[src/rtl/if_fetch_stage_pkg.sv]
// if_fetch_stage_pkg: shared widths, bubble encoding and fetch FSM states
package if_fetch_stage_pkg;
    localparam int WORD_W = 16;
    localparam int ADDR_W = 16;
    localparam logic [WORD_W-1:0] NOP_DEFAULT = 16'h0800;
    typedef enum logic [1:0] {
        ST_BOOT = 2'd0,
        ST_RUN  = 2'd1,
        ST_WAIT = 2'd2
    } fsm_t;
endpackage

[src/rtl/if_fetch_stage_pc_reg.sv]
// if_fetch_stage_pc_reg: program counter with reset, redirect and increment muxing
module if_fetch_stage_pc_reg
    import if_fetch_stage_pkg::*;
#(
    parameter logic [ADDR_W-1:0] RESET_PC = '0
) (
    input  logic              CLK,
    input  logic              RST,
    input  logic              redirect,
    input  logic [ADDR_W-1:0] redirect_pc,
    input  logic              inc,
    output logic [ADDR_W-1:0] pc_q,
    output logic [ADDR_W-1:0] pc_inc
);
    assign pc_inc = pc_q + ADDR_W'(1);
    // Redirect outranks the post-fetch increment; wraps modulo 2^16
    always_ff @(posedge CLK)
        if (RST) pc_q <= RESET_PC;
        else if (redirect) pc_q <= redirect_pc;
        else if (inc) pc_q <= pc_inc;
endmodule

[src/rtl/if_fetch_stage.sv]
// if_fetch_stage: PC owner, imem fetch control and single output slot feeding IF/ID
module if_fetch_stage
    import if_fetch_stage_pkg::*;
#(
    parameter logic [ADDR_W-1:0] RESET_PC  = 16'h0000,
    parameter logic [WORD_W-1:0] NOP_INSTR = NOP_DEFAULT,
    parameter int                MAX_WAIT  = 8
) (
    input  logic              CLK,
    input  logic              RST,
    input  logic              stall,
    input  logic              redirect,
    input  logic [ADDR_W-1:0] redirect_pc,
    input  logic              imem_busy,
    input  logic              imem_ack,
    input  logic [WORD_W-1:0] imem_rdata,
    output logic              imem_req,
    output logic [ADDR_W-1:0] imem_addr,
    output logic [ADDR_W-1:0] pc_out,
    output logic [WORD_W-1:0] instr_out,
    output logic              fetch_err
);
    localparam int WC_W = $clog2(MAX_WAIT + 1);
    localparam logic [WC_W-1:0] WAIT_MAX = WC_W'(MAX_WAIT);
    fsm_t state_q, state_d;
    logic [WC_W-1:0] wait_q, wait_d;
    logic err_d, fetch_done, miss, slot_v;
    logic [WORD_W-1:0] slot_instr;
    logic [ADDR_W-1:0] slot_pc1, pc_q, pc_inc;

    if_fetch_stage_pc_reg #(.RESET_PC(RESET_PC)) u_pc (
        .CLK(CLK), .RST(RST), .redirect(redirect), .redirect_pc(redirect_pc),
        .inc(fetch_done), .pc_q(pc_q), .pc_inc(pc_inc)
    );

    assign imem_addr = pc_q;
    assign pc_out    = slot_pc1;
    assign instr_out = slot_v ? slot_instr : NOP_INSTR;

    // Request gating, next FSM state and wait-cycle bookkeeping
    always_comb begin
        imem_req   = !RST && state_q != ST_BOOT && !imem_busy && (!slot_v || !stall);
        fetch_done = imem_req && imem_ack;
        miss       = imem_req && !imem_ack && !redirect;
        state_d    = (state_q == ST_BOOT || redirect || fetch_done) ? ST_RUN : miss ? ST_WAIT : state_q;
        wait_d     = (redirect || fetch_done) ? '0 : (miss && wait_q != WAIT_MAX) ? wait_q + WC_W'(1) : wait_q;
        err_d      = fetch_err || wait_d == WAIT_MAX;
    end

    // FSM state, wait counter and sticky error register
    always_ff @(posedge CLK)
        if (RST) begin
            state_q   <= ST_BOOT;
            wait_q    <= '0;
            fetch_err <= 1'b0;
        end else begin
            state_q   <= state_d;
            wait_q    <= wait_d;
            fetch_err <= err_d;
        end

    // Output slot: redirect flushes, fetch fills, consume empties, stall holds
    always_ff @(posedge CLK)
        if (RST) begin
            slot_v     <= 1'b0;
            slot_instr <= NOP_INSTR;
            slot_pc1   <= RESET_PC;
        end else if (redirect) begin
            slot_v <= 1'b0;
        end else if (fetch_done) begin
            slot_v     <= 1'b1;
            slot_instr <= imem_rdata;
            slot_pc1   <= pc_inc;
        end else if (!stall) begin
            slot_v <= 1'b0;
        end
endmodule
[config.mk]
export PLATFORM = sky130hd
export DESIGN_NAME = if_fetch_stage
export DESIGN_NICKNAME = d
export VERILOG_FILES = /design/src/rtl/if_fetch_stage_pkg.sv /design/src/rtl/if_fetch_stage_pc_reg.sv /design/src/rtl/if_fetch_stage.sv
export SDC_FILE = /design/constraint.sdc
export NUM_CORES = 1
export LEC_CHECK = 0
export BUFFER_PORTS_ARGS = -buffer_cell sky130_fd_sc_hd__buf_2
export CAP_MARGIN = 20
export CORE_MARGIN = 5
export CORE_UTILIZATION = 55
export DETAILED_ROUTE_END_ITERATION = 6
export MAX_ROUTING_LAYER = met4
export PLACE_DENSITY = 0.85
export RECOVER_POWER = 25
export REMOVE_ABC_BUFFERS = 1
export SLEW_MARGIN = 5
export SYNTH_ARGS = -nofsm -noshare
export SYNTH_HDL_FRONTEND = slang
export SYNTH_SLANG_ARGS = --single-unit
[constraint.sdc]
create_clock -name CLK -period 3 [get_ports CLK]
set_input_delay 0.15 -clock CLK [delete_from_list [all_inputs] [get_ports CLK]]
set_output_delay 0.15 -clock CLK [all_outputs]
set_load 0.02 [all_outputs]
==> results of run 1 <==
## registers in the layout, summed over array words and instances, names as in the netlist
| name | flops |
|---|---|
| slot_v | 1 |
| fetch_err | 1 |
| wait_q | 4 |
| pc_out | 16 |
| u_pc.pc_q | 16 |
| state_q | 2 |
| slot_instr | 16 |
## final timing paths
path / endpoint / depth (start not counted) / start / slack, ns
max reg2reg: pc_out[14] / 6 / slot_v / 0.69
max: pc_out[14] / 6 / slot_v / 0.69
min: slot_instr[11] / 3 / imem_rdata[11] / 0.06
min reg2reg: slot_instr[4] / 2 / slot_instr[4] / 0.45
## stage by stage
stage	instance area, um2	util, %	cells
after detailed placement	3230	67.4	469
final	3270	68.4	476
after floorplan	2660	-	310
after global routing	3270	68.4	476
after global placement	3230	67.4	469
after CTS	3300	69.0	476
## report_power, final
group          leakage (nW)  internal (mW)  switching (mW)
sequential            0.456          0.767          0.0338
clock                0.0410          0.159           0.226
combinational         0.785         0.0779           0.110
total                  1.28           1.00           0.370
## worst min-delay path: stages
cell     delay, ns
buf_2         0.08
nand2_1       0.04
nand3_1       0.06
## cells in the mapped netlist, types with 3 or more instances
cell | number | area [um2]
a21oi_1 | 27 | 135
clkbuf_1 | 11 | 41.3
inv_1 | 13 | 48.8
xor2_1 | 11 | 96.3
xnor2_1 | 15 | 131
nand2b_1 | 4 | 25.0
ha_1 | 3 | 37.5
nand4_1 | 7 | 43.8
and2_1 | 15 | 93.8
mux2i_1 | 6 | 60.1
nand2_1 | 46 | 173
nand3_1 | 14 | 70.1
nor4_1 | 5 | 31.3
o21a_1 | 11 | 82.6
o311a_1 | 3 | 30.0
a211oi_1 | 14 | 105
dfxtp_1 | 56 | 1120
nor3_1 | 10 | 50.1
buf_2 | 10 | 50.1
nor2_1 | 26 | 97.6
## routing by layer
layer  wire length, um  vias to the layer above  part of all wire, %  global-route usage [%]
met1              3030                     1172                   44                    26.5
met5                 0                        -                    0                       -
li1                  -                     1292                    -                       -
met2              3240                      101                   47                    37.3
met4                99                        0                  1.4                    7.09
met3               520                       12                  7.5                    4.43
## cell type report
| type | instances | area, um2 | area share [%] |
|---|---|---|---|
| Sequential cell | 56 | 1120 | 34.3 |
| Clock inverter | 1 | 5.00 | 0.153 |
| Tap cell | 67 | 83.8 | 2.56 |
| Clock buffer | 6 | 72.6 | 2.22 |
| Timing Repair Buffer | 92 | 453 | 13.8 |
| Inverter | 13 | 48.8 | 1.49 |
| Multi-Input combinational cell | 241 | 1490 | 45.5 |
## logic make-up after synthesis
| logic type | synth area share [%] |
|---|---|
| buffers and inverters | 5.36 |
| multiplexers | 3.00 |
| adder cells (fa/ha/maj) | 1.36 |
| flip-flops | 40.7 |
| XOR/XNOR | 8.26 |
| AO/OA/AOI/OAI | 17.2 |
| AND/OR/NAND/NOR | 24.1 |
==> reports/results.ini, run 1 <==
[run_status]
run_status = finished, final reports clean

[cells_and_area]
antenna_cells = 0
layout_commonest_cell = buf_2
nets = 450
area_growth_syn_to_layout_pct = 18.7
drive_above_1_share_pct = 19.8
mostFrequentLayoutCells = buf_2, dfxtp_1, nand2_1, a21oi_1, clkbuf_1
num-fill-cells = 435

[synth]
syn_inst = 332
synth_edf_count = 0
async_flop_share_pct = 0
synth.distinct_cells = 41
yosysWarningCount = 0
synth_flop_cell = dfxtp_1
avgSynthCellArea_um2 = 8.30
seq_area_frac_synth_pct = 40.7
synth_seq_cells = 56
synth_area_um2 = 2760

[sta]
holdWs_ns = 0.0623
worst_pin_slew_ns = 0.559
finalClockSkew_ns = 0.00347
finalCritPeriodShare_pct = 77.0
hold_viol = 0
setup_ws_ns = 0.689
tns_ns = 0
slew_headroom_pct = 62.7
finalSetupViolCount = 0
rsz0062_at_grt = no
post-route-min-period_ns = 2.31
slew_violations = 0
max_freq_mhz = 433

[grt]
grt_overflow = 0
grtUsageTotal_pct = 22.1
grt_max_degree = 48
grt_pass1_vias = 2486
grt_pass1_wl_mm = 11.0
antenna_found_initial = 0

[drt]
drt-wirelength-per-cell_um = 14.5
avgViaCountPerCell = 5.41
route.vias.total = 2577
firstDrtPassIters = 4
drt_iter0_drc = 109
drcViolationCount = 0
ant_nets = 0
routed_wl_mm = 6.89

[hold_path]
hold_class = input pin to flip-flop

[clocking]
cts_buffers = 5
hold_buffers = 0
htree_levels = 2
cts_tree = done
cts.sinks = 56
cts_resized = 0
cts_root_buf = clkbuf_8
post-cts-setup-buffers = 0
clkTransAtPathRegs_ns = 0.09
clock_latency_ns = 0.31
clockBufferDepth = 2

[die]
num_rows = 25
pin_count = 88
core_area_um2 = 4790
die_x_um = 80.8
initial_utilization_pct = 57.6
die_y_um = 80.8
die_area_um2 = 6530

[pwr]
power_density_nw_per_um2 = 420
power_mw = 1.37
cellLeakagePower_nw = 1.28
vdd_drop_max_mv = 0.258

[worst_setup_path]
worstSetupEndpointType = flip-flop
path_cells = a2bb2oi_4 -> nand3_1 -> nor2_4 -> buf_12 -> nor2_1 -> a211oi_1
critPathArrivalTime_ns = 2.53
cp_slowest_cell = dfxtp_1
cp-start-kind = flip-flop
crit_fanout = 28
critPathBufInv = 1
crit_path_max_incr_delay_ns = 0.50
critical_path_class = flip-flop to flip-flop
required_ns = 3.22
crit_family = simple AND/OR/NAND/NOR gates

[place]
dp_slack_ns = 0.732
place_congestion = 0.794
portBuffers = 87
place_hpwl_mm = 5.03

[job]
maxCapViolCount = 0

No activity file was read; power rests on OpenSTA's default activity.
==> inputs of run 2 (changes only) <==
--- a/config.mk
+++ b/config.mk
@@ -8,10 +8,10 @@
 export BUFFER_PORTS_ARGS = -buffer_cell sky130_fd_sc_hd__buf_2
 export CAP_MARGIN = 20
 export CORE_MARGIN = 5
-export CORE_UTILIZATION = 55
+export CORE_UTILIZATION = 51
 export DETAILED_ROUTE_END_ITERATION = 6
 export MAX_ROUTING_LAYER = met4
-export PLACE_DENSITY = 0.85
+export PLACE_DENSITY = 0.8
 export RECOVER_POWER = 25
 export REMOVE_ABC_BUFFERS = 1
 export SLEW_MARGIN = 5
==> constraint.sdc (replaced) <==
create_clock -name CLK -period 2.4 [get_ports CLK]
set_input_delay 0.12 -clock CLK [delete_from_list [all_inputs] [get_ports CLK]]
set_output_delay 0.12 -clock CLK [all_outputs]
set_load 0.02 [all_outputs]
==> run 2 against run 1 <==
Effect of this change: global-route usage is 2.5 points lower; flip-flop and latch count unchanged; sequential power increased by 25%; first-iteration DRC count is 10% lower; clock power rose by 35%; count of clock-buffer cells in the layout increased by 2; critical path type unchanged; final cell count rose by 1.7%; worst setup slack got worse by 0.19 ns; critical path depth decreased by 1.
==> reports/results.ini, run 2 (synthesized netlist as in run 1, its figures left out) <==
[worst_setup_path]
reg2reg_from = state_q[0]
worst_r2r_path_depth = 5
cp-start-kind = flip-flop
critPathBufInv = 0
crit_path_max_incr_delay_ns = 0.55
crit_family = simple AND/OR/NAND/NOR gates
startpoint = state_q[0]
critPathArrivalTime_ns = 2.06
crit_fanout = 19
cp_slowest_cell = or2_2
critical_path_class = flip-flop to flip-flop
path_depth = 5
worstSetupEndpointType = flip-flop
path_cells = a2bb2oi_4 -> nand3_1 -> or2_2 -> nand2_1 -> a21oi_1
rrSetupSlack_ns = 0.50
required_ns = 2.56

[clocking]
cts_tree = done
htree_levels = 2
hold_buffers = 0
cts_resized = 0
post-cts-setup-buffers = 0
clock_latency_ns = 0.30
cts_root_buf = clkbuf_8
cts_buffers = 5
cts.sinks = 56
clockBufferDepth = 2
clkTransAtPathRegs_ns = 0.09

[die]
die_area_um2 = 6970
pin_count = 88
initial_utilization_pct = 53.3
die_x_um = 83.5
die_y_um = 83.5
num_rows = 26
core_area_um2 = 5170

[grt]
grtUsageTotal_pct = 19.6
antenna_found_initial = 0
grt_pass1_wl_mm = 11.3
grt_overflow = 0
grt_max_degree = 48
grt_pass1_vias = 2413

[sta]
worst_pin_slew_ns = 0.479
tns_ns = 0
hold_viol = 0
post-route-min-period_ns = 1.90
setup_ws_ns = 0.500
finalSetupViolCount = 0
finalCritPeriodShare_pct = 79.2
slew_headroom_pct = 68.1
finalClockSkew_ns = 0.00777
slew_violations = 0
max_freq_mhz = 526
rsz0062_at_grt = no

[cells_and_area]
layout_commonest_cell = buf_2
area_growth_syn_to_layout_pct = 19.9
antenna_cells = 0
nets = 454
fin_area_um2 = 3310
drive_above_1_share_pct = 20.5
mostFrequentLayoutCells = buf_2, dfxtp_1, nand2_1, clkbuf_1, a21oi_1
fin_util_pct = 63.9

[place]
place_hpwl_mm = 4.90
place_congestion = 0.798
dp_slack_ns = 0.510
postPlaceCellArea_um2 = 3250
portBuffers = 87

[drt]
avgViaCountPerCell = 5.17
ant_nets = 0
drt-wirelength-per-cell_um = 13.8
route.vias.total = 2501
drcViolationCount = 0
routed_wl_mm = 6.69
drt_iter0_drc = 98
firstDrtPassIters = 4

[hold_path]
hold_class = input pin to flip-flop
hp-start = imem_rdata[8]
whs_path_depth = 3

[pwr]
vdd_drop_max_mv = 0.356
power_density_nw_per_um2 = 531
cellLeakagePower_nw = 1.31

[run_status]
run_status = finished, final reports clean

[job]
maxCapViolCount = 0

run 2: cell types whose count changed in the layout (fill, tap and decap cells not counted), sizes merged:
| cell | before | now |
|---|---|---|
| clkinv | 1 | 0 |
| clkbuf | 32 | 34 |
| buf | 66 | 70 |
run 2: layout make-up:
| class | count | area (um2) |
|---|---|---|
| clock buffers | 8 | 90.1 |
| flip-flops and latches | 56 | 1120 |
| well taps | 70 | 87.6 |
| multi-input cells | 241 | 1490 |
| fillers | 487 | 1870 |
| inverters | 13 | 48.8 |
| repair buffers | 96 | 470 |
run 2: metal layers:
metal	part of all wire, %	vias to the layer above	routed length, um	GRT usage [%]
met5	0	-	0	-
met4	1.2	0	80	4.53
met3	7.7	10	515	5.03
met2	45	105	2980	31.3
met1	47	1086	3110	25.0
li1	-	1300	-	-
run 2: metrics by stage:
stage | cells | hold slack, ns | power [mW]
3_5_place_dp | 476 | 0.354 | 1.26
5_1_grt | 484 | 0.0473 | 1.84
4_1_cts | 484 | 0.0440 | 1.78
2_1_floorplan | 310 | 0.189 | 1.15
6_report | 484 | 0.0525 | 1.75
3_3_place_gp | 476 | 0.347 | 1.25
run 2: worst min-delay path, stage by stage:
cell and delay [ns]:
buf_2 0.10, nand2_1 0.05, a21oi_1 0.05
run 2: path summary, 6_finish.rpt:
path / end
worst max-delay path: slot_instr[0]
worst min-delay path: slot_instr[8]
worst max register to register: slot_instr[0]
worst min register to register: slot_instr[2]
run 2: power by group:
part / switching, mW / leakage, nW / total, mW / internal (mW)
Sequential: 0.0390 / 0.456 / 0.998 / 0.959
Combinational: 0.138 / 0.803 / 0.237 / 0.0985
Clock: 0.283 / 0.0455 / 0.519 / 0.236
==> inputs of run 3 (changes only) <==
==> constraint.sdc (replaced) <==
create_clock -name CLK -period 1.95 [get_ports CLK]
set_input_delay 0.0975 -clock CLK [delete_from_list [all_inputs] [get_ports CLK]]
set_output_delay 0.0975 -clock CLK [all_outputs]
set_load 0.02 [all_outputs]
==> run 3 against run 2 <==
Effect of this change: global-route usage rose by 0.89 points; cell area rose by 1.5%; clock skew rose by 0.0017 ns; sequential power rose by 22%; fmax rose by 1.7%; utilization rose by 0.97 points; combinational power rose by 30%; critical path type unchanged; critical path depth rose by 2; non-clock buffer count rose by 4; clock power rose by 29%.
==> reports/results.ini, run 3 (synthesized netlist as in run 1, its figures left out) <==
[sta]
slew_violations = 0
finalSetupViolCount = 0
finalClockSkew_ns = 0.00943
max_freq_mhz = 535
rsz0062_at_grt = no
hold_viol = 0
holdWs_ns = 0.0150
tns_ns = 0
finalCritPeriodShare_pct = 95.8
slew_headroom_pct = 67.2
setup_ws_ns = 0.0812
worst_pin_slew_ns = 0.492
post-route-min-period_ns = 1.87

[drt]
drcViolationCount = 0
drt-wirelength-per-cell_um = 14.3
ant_nets = 0
drt_iter0_drc = 102
avgViaCountPerCell = 5.26
routed_wl_mm = 6.96
route.vias.total = 2562
firstDrtPassIters = 4

[clocking]
htree_levels = 2
cts_root_buf = clkbuf_8
hold_buffers = 0
cts_buffers = 5
cts.sinks = 56
clock_latency_ns = 0.30
clockBufferDepth = 2
cts_tree = done
cts_resized = 0
post-cts-setup-buffers = 0
clkTransAtPathRegs_ns = 0.09

[job]
maxCapViolCount = 0

[die]
die_x_um = 83.5
num_rows = 26
die_area_um2 = 6970
core_area_um2 = 5170
initial_utilization_pct = 53.3
die_y_um = 83.5
pin_count = 88

[worst_setup_path]
critPathArrivalTime_ns = 2.07
crit_fanout = 8
required_ns = 2.15
cp-start-kind = flip-flop
critical_path_class = flip-flop to flip-flop
worstSetupEndpointType = flip-flop

[cells_and_area]
layout_commonest_cell = buf_2
mostFrequentLayoutCells = buf_2, dfxtp_1, nand2_1, a21oi_1, clkbuf_1
fin_cells = 487
area_growth_syn_to_layout_pct = 21.7
drive_above_1_share_pct = 22.3
nets = 458
antenna_cells = 0

[place]
post-place-cells = 480
dp_slack_ns = 0.0471
place_congestion = 0.840
place_hpwl_mm = 5.08
portBuffers = 87

[grt]
antenna_found_initial = 0
grt_max_degree = 48
grt_pass1_vias = 2513
grt_overflow = 0
grtUsageTotal_pct = 20.5
grt_pass1_wl_mm = 11.7

[hold_path]
hold_class = input pin to flip-flop

[pwr]
power_mw = 2.20
cellLeakagePower_nw = 1.33
power_density_nw_per_um2 = 655
vdd_drop_max_mv = 0.330

[run_status]
run_status = finished, final reports clean

==> run 3: changes by cell type in the layout (fill, tap and decap cells not counted), sizes merged <==
cell / before / now
buf: 70 / 74
clkbuf: 34 / 33
==> run 3: layout make-up <==
cell class              count  area [um2]
clock buffers               7        96.3
well taps                  70        87.6
flip-flops and latches     56        1120
fillers                   471        1820
multi-input cells         241        1500
inverters                  13        48.8
repair buffers            100         504
==> run 3: routing by layer <==
layer | global-route usage, % | share of wire, %
met1 | 25.6 | 46
met2 | 31.8 | 45
met3 | 6.12 | 7.4
met4 | 6.58 | 1.8
met5 | - | 0
==> run 3: report_power, final <==
part	internal, mW	switching [mW]
combinational	0.128	0.180
clock	0.317	0.350
sequential	1.18	0.0430
==> run 3: critical path, stage by stage, from the launching register on <==
cell and delay (ns):
dfxtp_2 0.40, inv_1 0.09, ha_1 0.19, and3b_1 0.25, a21oi_1 0.20, o31ai_1 0.12
a211o_1 0.26, a32o_1 0.25
==> run 3: stage by stage <==
step | area (um2) | utilization [%]
final | 3360 | 64.9
after global routing | 3360 | 64.9
after CTS | 3370 | 65.2
after detailed placement | 3280 | 63.4
after global placement | 3280 | 63.4
after floorplan | 2660 | -
==> run 3: worst paths after layout <==
kind / slack [ns] / depth (start not counted) / end / start
worst max-delay path: 0.08 / 7 / fetch_err / wait_q[0]
worst min-delay path: 0.02 / 3 / slot_instr[11] / imem_rdata[11]
worst max register to register: 0.08 / 7 / fetch_err / wait_q[0]
worst min register to register: 0.45 / 2 / slot_instr[13] / slot_instr[13]
